<file path="src/rtl/wb_ddr_port_arbiter_pkg.sv">
// Shared constants and state type for the Wishbone DDR port arbiter.
package wb_ddr_port_arbiter_pkg;

  localparam logic [2:0] CTI_CLASSIC = 3'b000;
  localparam logic [2:0] CTI_INC     = 3'b010;
  localparam logic [2:0] CTI_EOB     = 3'b111;

  typedef enum logic {
    ARB_IDLE  = 1'b0,
    ARB_GRANT = 1'b1
  } arb_state_e;

endpackage

</file>
<file path="src/rtl/wb_ddr_port_arbiter_rr_pick.sv">
// Combinational round-robin picker: first requester at or after i_ptr, searching upward with wrap.
module wb_ddr_rr_pick #(
  parameter int NUM_PORTS = 3,
  parameter int GW        = $clog2(NUM_PORTS)
) (
  input  logic [NUM_PORTS-1:0] i_req,
  input  logic [GW-1:0]        i_ptr,
  output logic [NUM_PORTS-1:0] o_gnt,
  output logic [GW-1:0]        o_idx,
  output logic                 o_valid
);

  int            w_candInt;
  logic [GW-1:0] w_cand;

  // Wrap by subtracting NUM_PORTS so non-power-of-two port counts rotate correctly
  always_comb begin
    o_gnt     = '0;
    o_idx     = '0;
    o_valid   = 1'b0;
    w_candInt = 0;
    w_cand    = '0;
    for (int i = 0; i < NUM_PORTS; i++) begin
      w_candInt = int'(i_ptr) + i;
      if (w_candInt >= NUM_PORTS) w_candInt = w_candInt - NUM_PORTS;
      w_cand = GW'(w_candInt);
      if (!o_valid && i_req[w_cand]) begin
        o_valid       = 1'b1;
        o_idx         = w_cand;
        o_gnt[w_cand] = 1'b1;
      end
    end
  end

endmodule

</file>
<file path="src/rtl/wb_ddr_port_arbiter.sv">
// Round-robin arbiter sharing one Wishbone slave between NUM_PORTS masters.
// Define WB_DDR_ARB_STATS_EN to build the per-port wait-cycle counters.
module wb_ddr_port_arbiter
  import wb_ddr_port_arbiter_pkg::*;
#(
  parameter int NUM_PORTS = 3,
  parameter int AW        = 32,
  parameter int DW        = 32
) (
  input  logic                      wb_clk,
  input  logic                      wb_rst,
  input  logic [NUM_PORTS*AW-1:0]   wbm_adr_i,
  input  logic [NUM_PORTS*DW-1:0]   wbm_dat_i,
  input  logic [NUM_PORTS*DW/8-1:0] wbm_sel_i,
  input  logic [NUM_PORTS-1:0]      wbm_we_i,
  input  logic [NUM_PORTS-1:0]      wbm_cyc_i,
  input  logic [NUM_PORTS-1:0]      wbm_stb_i,
  input  logic [NUM_PORTS*3-1:0]    wbm_cti_i,
  input  logic [NUM_PORTS*2-1:0]    wbm_bte_i,
  output logic [NUM_PORTS*DW-1:0]   wbm_dat_o,
  output logic [NUM_PORTS-1:0]      wbm_ack_o,
  output logic [NUM_PORTS-1:0]      wbm_err_o,
  output logic [AW-1:0]             wbs_adr_o,
  output logic [DW-1:0]             wbs_dat_o,
  output logic [DW/8-1:0]           wbs_sel_o,
  output logic                      wbs_we_o,
  output logic                      wbs_cyc_o,
  output logic                      wbs_stb_o,
  output logic [2:0]                wbs_cti_o,
  output logic [1:0]                wbs_bte_o,
  input  logic [DW-1:0]             wbs_dat_i,
  input  logic                      wbs_ack_i,
  input  logic                      wbs_err_i,
  output logic [NUM_PORTS*32-1:0]   stat_wait_o
);

  localparam int GW = $clog2(NUM_PORTS);
  localparam int SW = DW / 8;

  arb_state_e           r_state, w_stateNext;
  logic [GW-1:0]        r_grant, w_grantNext;
  logic [GW-1:0]        r_rrPtr, w_rrPtrNext;
  logic [NUM_PORTS-1:0] r_grantOh, w_grantOhNext;
  logic [NUM_PORTS-1:0] w_pickGnt;
  logic [GW-1:0]        w_pickIdx;
  logic                 w_pickValid;
  logic [2:0]           w_grantCti;
  logic                 w_release;

  wb_ddr_rr_pick #(.NUM_PORTS(NUM_PORTS), .GW(GW)) u_pick (
    .i_req   (wbm_cyc_i),
    .i_ptr   (r_rrPtr),
    .o_gnt   (w_pickGnt),
    .o_idx   (w_pickIdx),
    .o_valid (w_pickValid)
  );

  // An EOB beat frees the bus even when the master keeps cyc high
  assign w_grantCti = wbm_cti_i[r_grant*3 +: 3];
  assign w_release  = (r_state == ARB_GRANT) &&
                      (!wbm_cyc_i[r_grant] ||
                       ((wbs_ack_i || wbs_err_i) && (w_grantCti == CTI_EOB)));

  always_ff @(posedge wb_clk) begin
    if (wb_rst) begin
      r_state   <= ARB_IDLE;
      r_grant   <= '0;
      r_grantOh <= '0;
      r_rrPtr   <= '0;
    end else begin
      r_state   <= w_stateNext;
      r_grant   <= w_grantNext;
      r_grantOh <= w_grantOhNext;
      r_rrPtr   <= w_rrPtrNext;
    end
  end

  always_comb begin
    w_stateNext   = r_state;
    w_grantNext   = r_grant;
    w_grantOhNext = r_grantOh;
    w_rrPtrNext   = r_rrPtr;
    case (r_state)
      ARB_IDLE: begin
        if (w_pickValid) begin
          w_stateNext   = ARB_GRANT;
          w_grantNext   = w_pickIdx;
          w_grantOhNext = w_pickGnt;
        end
      end
      ARB_GRANT: begin
        if (w_release) begin
          w_stateNext   = ARB_IDLE;
          w_grantOhNext = '0;
          w_rrPtrNext   = (r_grant == GW'(NUM_PORTS - 1)) ? '0 : r_grant + GW'(1);
        end
      end
      default: w_stateNext = ARB_IDLE;
    endcase
  end

  always_comb begin
    wbs_adr_o = '0;
    wbs_dat_o = '0;
    wbs_sel_o = '0;
    wbs_we_o  = 1'b0;
    wbs_cyc_o = 1'b0;
    wbs_stb_o = 1'b0;
    wbs_cti_o = '0;
    wbs_bte_o = '0;
    wbm_ack_o = '0;
    wbm_err_o = '0;
    wbm_dat_o = '0;
    if (r_state == ARB_GRANT) begin
      wbs_adr_o = wbm_adr_i[r_grant*AW +: AW];
      wbs_dat_o = wbm_dat_i[r_grant*DW +: DW];
      wbs_sel_o = wbm_sel_i[r_grant*SW +: SW];
      wbs_we_o  = wbm_we_i[r_grant];
      wbs_cyc_o = wbm_cyc_i[r_grant];
      wbs_stb_o = wbm_stb_i[r_grant];
      wbs_cti_o = w_grantCti;
      wbs_bte_o = wbm_bte_i[r_grant*2 +: 2];
      wbm_ack_o = r_grantOh & {NUM_PORTS{wbs_ack_i}};
      wbm_err_o = r_grantOh & {NUM_PORTS{wbs_err_i}};
      wbm_dat_o = {NUM_PORTS{wbs_dat_i}};
    end
  end

`ifdef WB_DDR_ARB_STATS_EN
  logic [31:0] r_statWait [NUM_PORTS];

  // A port waits whenever it holds cyc but is not the one owning the bus
  always_ff @(posedge wb_clk) begin
    if (wb_rst) begin
      for (int p = 0; p < NUM_PORTS; p++) r_statWait[p] <= '0;
    end else begin
      for (int p = 0; p < NUM_PORTS; p++) begin
        if (wbm_cyc_i[p] && !((r_state == ARB_GRANT) && r_grantOh[p]) &&
            (r_statWait[p] != 32'hFFFF_FFFF))
          r_statWait[p] <= r_statWait[p] + 32'd1;
      end
    end
  end

  for (genvar gp = 0; gp < NUM_PORTS; gp++) begin : g_stat
    assign stat_wait_o[gp*32 +: 32] = r_statWait[gp];
  end
`else
  assign stat_wait_o = '0;
`endif

endmodule

</file>
<file path="config.mk">
export PLATFORM = sky130hd
export DESIGN_NAME = wb_ddr_port_arbiter
export DESIGN_NICKNAME = d
export VERILOG_FILES = /design/src/rtl/wb_ddr_port_arbiter_pkg.sv /design/src/rtl/wb_ddr_port_arbiter_rr_pick.sv /design/src/rtl/wb_ddr_port_arbiter.sv
export SDC_FILE = /design/constraint.sdc
export NUM_CORES = 1
export LEC_CHECK = 0
export BUFFER_PORTS_ARGS = -buffer_cell sky130_fd_sc_hd__buf_2
export CAP_MARGIN = 10
export CORE_AREA = 4 4 206 208
export DETAILED_ROUTE_END_ITERATION = 8
export DIE_AREA = 0 0 210 212
export GPL_ROUTABILITY_DRIVEN = 0
export HOLD_SLACK_MARGIN = 0.06
export PLACE_DENSITY_LB_ADDON = 0.12
export RECOVER_POWER = 100
export SYNTH_ARGS = -nofsm -noshare
export SYNTH_HDL_FRONTEND = slang
export SYNTH_SLANG_ARGS = --single-unit
</file>
<file path="constraint.sdc">
create_clock -name wb_clk -period 2.6 [get_ports wb_clk]
set_input_delay 0.13 -clock wb_clk [delete_from_list [all_inputs] [get_ports wb_clk]]
set_output_delay 0.13 -clock wb_clk [all_outputs]
set_load 0.05 [all_outputs]
</file>
Word-level counts from Yosys, hierarchy flattened
Cells that the tools add are included.

$add $sub $neg: 6. $mul: 1. $lt $le $gt $ge: 10. Equality and inequality tests: 4. Shift operators: 5. Muxes and demuxes: 48. Bitwise operators: 5. Reduce and logical (&&, ||, !) cells: 15.

Operator list (count): variable part select 96 x 8 -> 32 bit (2); two-way mux 96 bit (1); two-way mux 32 bit (2); two-way mux 3 bit (8); two-way mux 1 bit (17); two-way mux 2 bit (8); binary-select mux 1 bit (select 2 bit) (6); < comparator 2 x 3 -> 1 bit, second input constant (4); variable part select 12 x 5 -> 4 bit (1); variable part select 9 x 5 -> 3 bit (1); logical AND 1 bit (7); AND 3 bit (2); demux 1 bit (select 2 bit) (3); >= comparator 2 x 1 -> 1 bit, second input constant (3); >= comparator 3 x 2 -> 1 bit, second input constant (2); OR 3 bit (2); one-hot mux 3 bit (2 select lines) (1); AND reduction 2 bit (3); variable part select 6 x 4 -> 2 bit (1); multiplier 2 x 2 -> 4 bit, second input constant (1); two-way mux 4 bit (1); != test 2 x 1 -> 1 bit, second input constant (2); subtractor 2 x 1 -> 2 bit, second input constant (2); adder 2 x 1 -> 3 bit, second input constant (1); other kinds (10) (13).

Flip-flop bits (word level): 8.

Logic depth before layout (Yosys ltp)
Depth after elaboration: 13. Mapped depth: 8. Mapped depth without buffers: 7.

By module
Synthesis repeated with hierarchy kept, for this count alone.

Cell total of the unflattened synthesis: 615. Area total of the unflattened synthesis: 4200.3 um^2.

Modules (own cells, without submodules): wb_ddr_port_arbiter (instances 1, cells an instance 576, area each 3901.2 um^2, seq. area each 160.2 um^2); wb_ddr_rr_pick (instances 1, cells an instance 39, area each 299.0 um^2, seq. area each 0.0 um^2).

Worst setup path after synthesis
No wires, ideal clock.

Path type: register -> output. Start point: reg r_grant[0]. End point: out wbs_adr_o[0]. Arrival time: 1816 ps. Data required time: 2470 ps. Path slack: 654 ps. Cell stages (with the launch flop): 7. Buffers on the path: 3. Cells stage by stage: dfxtp_1 > buf_4 > nor2b_4 > clkbuf_1 > buf_2 > a21oi_1 > nor2_1.

Cells in the longest elaborated chain, start to end: 2.

Ends and longest elaborated chain: start, declared (line wb_ddr_port_arbiter.sv:41) `logic [GW-1:0] r_grant, w_grantNext;`; start signal, assigned (line wb_ddr_port_arbiter.sv:72) `r_grant <= w_grantNext;`; variable part select 96 x 8 -> 32 bit (line wb_ddr_port_arbiter.sv:115) `wbs_adr_o = wbm_adr_i[r_grant*AW +: AW];`; two-way mux 32 bit (line wb_ddr_port_arbiter.sv:114) `if (r_state == ARB_GRANT) begin`; end, declared (line wb_ddr_port_arbiter.sv:23) `output logic [AW-1:0] wbs_adr_o,`.

No other way between the ends.

Final worst setup path
Start point: reg r_grant[0]. End point: out wbs_dat_o[1].

Cells in the longest elaborated chain, start to end: 2.

Ends and longest elaborated chain: variable part select 96 x 8 -> 32 bit (line wb_ddr_port_arbiter.sv:116) `wbs_dat_o = wbm_dat_i[r_grant*DW +: DW];`; two-way mux 32 bit (line wb_ddr_port_arbiter.sv:114); end, declared (line wb_ddr_port_arbiter.sv:24) `output logic [DW-1:0] wbs_dat_o,`.

No other way between the ends.

==> summary.md <==
## Run status
• outcome: finished, final reports clean

## Synth
• number of register bits inferred by synthesis: 8
• count of flip-flops with a built-in enable after synthesis: 0
• library cells used by synthesis: 46
• share of synthesized cell area in and, or, nand and nor gates: 24.09%
• number of warnings reported in the yosys synthesis log: 0
• xor-xnor portion of the synthesized cell area: 0%
• combinational family with the most area after synthesis: buffers and inverters
• mux share of post-synthesis cell area: 19.97%
• share of synthesized area occupied by flip-flops and latches: 3.938%
• proportion of register bits with asynchronous set or reset after synthesis: 0%
• Avg Cell Area, Syn: 6.506 um^2
• cells after synthesis: 625
• most common flop cell mapped by yosys: dfxtp_1
• Post-Syn Area: 4066 um^2
• post-synthesis adder-cell area fraction: 1.231%
• compound-gate portion of the synthesized area: 15.32%

## STA
• maximum frequency from static timing analysis: 0.4335 GHz
• share of the clock period used by the worst path: 88.72%
• Setup Skew: 3.464 ps
• final setup violating endpoints: 0
• minimum clock period after layout: 2307 ps
• Max-slew headroom: 38.13%
• Worst-Margin Slew: 928.1 ps
• unrepaired setup endpoints after global routing: false
• final hold violations: 0
• setup TNS: 0 ps
• number of slew-limit violations in the final report: 0

## Drt
• detailed-route wire length: 21.58 mm
• DRT antenna net count: 0
• First DRT Iteration DRCs: 136
• Remaining DRCs: 0
• DR vias/cell: 3.402
• iteration count of the initial detailed-routing pass: 4
• average wire length per cell after detail routing: 14.37 um
• total via count after detailed routing: 5107

## Cells and area
• number of non-filler instances in the completed layout: 1501
• area overhead of the layout relative to synthesis: 45.91%
• Final Net Count: 1237
• share of final-layout standard cells stronger than drive strength 1: 38.57%

## Setup path
• launching element type of the critical path: flop
• required time at the endpoint of the critical path: 2470 ps
• crit path buf inv count: 2
• Slowest cell on crit path: dfxtp_2
• highest net fanout along the worst path: 20
• classification of the worst setup path: reg -> out
• crit path cell chain: nor2b_1 > buf_4 > a21oi_1 > nor2_1 > clkbuf_1
• CP peak stage delay: 640 ps
• data arrival at the endpoint of the critical path: 2180 ps
• type of element capturing the critical path: output pin
• largest delay contributor family on the critical path: buffers and inverters

## CTS
• clock transition at the registers of the reported paths: 40 ps
• CTS tree: built
• cts bufs inserted: 3
• buffers inserted during post-CTS setup optimization: 0
• Post-CTS Hold Buffers: 0
• count of cells resized by post-cts repair: 0
• worst skew pair latency: 240 ps
• Root Driver: clkbuf_16
• CTS max path bufs: 2
• count of clock tree sinks: 8
• H-tree depth: 1

## Floorplan
• Die Wd: 210 um
• total number of placement rows: 74
• die area: 44520 um^2
• initial cell density of the core: 10.03%
• Core ar.: 40550 um^2
• top-level port count: 538
• die span in y: 212 um

## Global route
• All-Layer GR Usage: 8.422%
• via count of the first global-routing pass: 4930
• antenna violations before repair: 4
• grt ovf: 0
• first-pass GRT wire length: 29.46 mm
• pin count of the biggest net entering global routing: 75

## Placement
• cell count after placement: 1496
• detailed placer's ending HPWL: 18.01 mm
• number of buffers added on ports: 441

## Worst hold path
• Hold Path Class: in -> reg

## Power and ir drop
• Power Density: 870.1 nW/um^2
• maximum ir drop on the vdd rail: 0.0002507 V
• Static Leakage: 0.002900 uW

## Job
• max-cap check violation count: 0

-- cells by family (layout without fill, tap and decap cells) --
kind of cell / Yosys count / after routing
buf+inv: 212 / 459
simple gates: 216 / 216
compound gates: 103 / 103
mux: 81 / 81
flops: 8 / 8
other cells: 1 / 98
fa+ha+maj: 4 / 4
-- layer usage --
layer  vias up  GRT usage [%]  routed length [um]
li1       2496              -                   -
met1      2265          8.135                7071
met2       328          17.61               12130
met3        14          2.331                2100
met4         4          1.665                 250
met5         -              0                  22
-- power by group --
group	leakage [uW]	switching [uW]	internal, uW	total, uW
Combinational	0.00280	3610	1030	4640
Sequential	0.0000668	101	158	258
Clock	0.0000370	67.5	199	267
Total	0.00290	3770	1390	5160
-- layout make-up --
class / count / area, um^2
Antenna cell: 2 / 5.005
Clock buffer: 3 / 75.07
Fill cell: 4837 / 34620
Inverter: 7 / 26.28
Multi-Input combinational cell: 500 / 2804
Sequential cell: 8 / 165.2
Tap cell: 532 / 665.6
Timing Repair Buffer: 449 / 2192
-- cell usage in the layout (no fill, tap or decap), types with 4 or more instances in the layout --
master / n
mux2i_1: 80
dfxtp_1: 6
a21oi_1: 77
buf_2: 285
and2_1: 20
nor2_1: 150
and2_0: 16
buf_4: 4
nand2_1: 6
clkbuf_2: 69
conb_1: 96
clkbuf_1: 88
ha_1: 4
inv_1: 6
and3_1: 6
-- synth_stat cells (2+ instances only) --
| cell | number | area (um^2) |
|---|---|---|
| nand3b_1 | 2 | 15.01 |
| buf_1 | 7 | 26.28 |
| nor2b_1 | 2 | 12.51 |
| nor2_1 | 150 | 563.0 |
| a21oi_1 | 77 | 385.4 |
| o21ai_2 | 2 | 17.52 |
| buf_2 | 18 | 90.09 |
| mux2i_1 | 80 | 800.8 |
| o31ai_1 | 3 | 22.52 |
| o21ai_0 | 2 | 10.01 |
| a31oi_1 | 2 | 12.51 |
| clkbuf_1 | 17 | 63.81 |
| and3_1 | 6 | 37.54 |
| inv_1 | 7 | 26.28 |
| nand2_1 | 6 | 22.52 |
| and2_1 | 36 | 225.2 |
| o2bb2ai_2 | 2 | 30.03 |
| buf_4 | 161 | 1209 |
| buf_6 | 2 | 22.52 |
| ha_1 | 4 | 50.05 |
| nand2b_1 | 3 | 18.77 |
| dfxtp_1 | 8 | 160.2 |
| nor3_1 | 3 | 15.01 |
| nand4b_1 | 3 | 26.28 |
-- sequential cells by signal (all words and copies together) (netlist names) --
signal / count
r_grant: 2
r_grantOh: 3
r_rrPtr: 2
r_state: 1
-- stage by stage --
stage	total power, uW	util (%)	area [um^2]	hold slack, ps	worst slack [ps]
2_1_floorplan	4196	-	4423	318.1	654.4
3_3_place_gp	5124	14.77	5989	452.9	436.4
3_5_place_dp	5089	14.77	5989	455.2	417.0
4_1_cts	5370	14.95	6065	210.6	302.2
5_1_grt	5537	14.62	5931	235.3	101.7
6_report	5163	14.63	5933	209.7	293.4
-- path summary, 6_finish.rpt --
check	startpoint	end	slack (ps)	cells past startpoint
worst max-delay path	r_grant[0]$_SDFFE_PP0P_	wbs_dat_o[1]	290	5
worst min-delay path	wb_rst	r_grant[1]$_SDFFE_PP0P_	210	2
worst max register to register	r_rrPtr[0]$_SDFFE_PP0P_	r_grant[1]$_SDFFE_PP0P_	300	7
worst min register to register	r_rrPtr[1]$_SDFFE_PP0P_	r_rrPtr[1]$_SDFFE_PP0P_	490	2
-- worst reg2reg max path, stage by stage, from the launching register on --
cell and delay [ps]:
dfxtp_1 380, inv_1 80, ha_1 310, a22o_1 250, a211o_1 280, a22oi_1 580
mux2i_1 270, nor2_1 50
No activity file was read; power rests on OpenSTA's default activity.
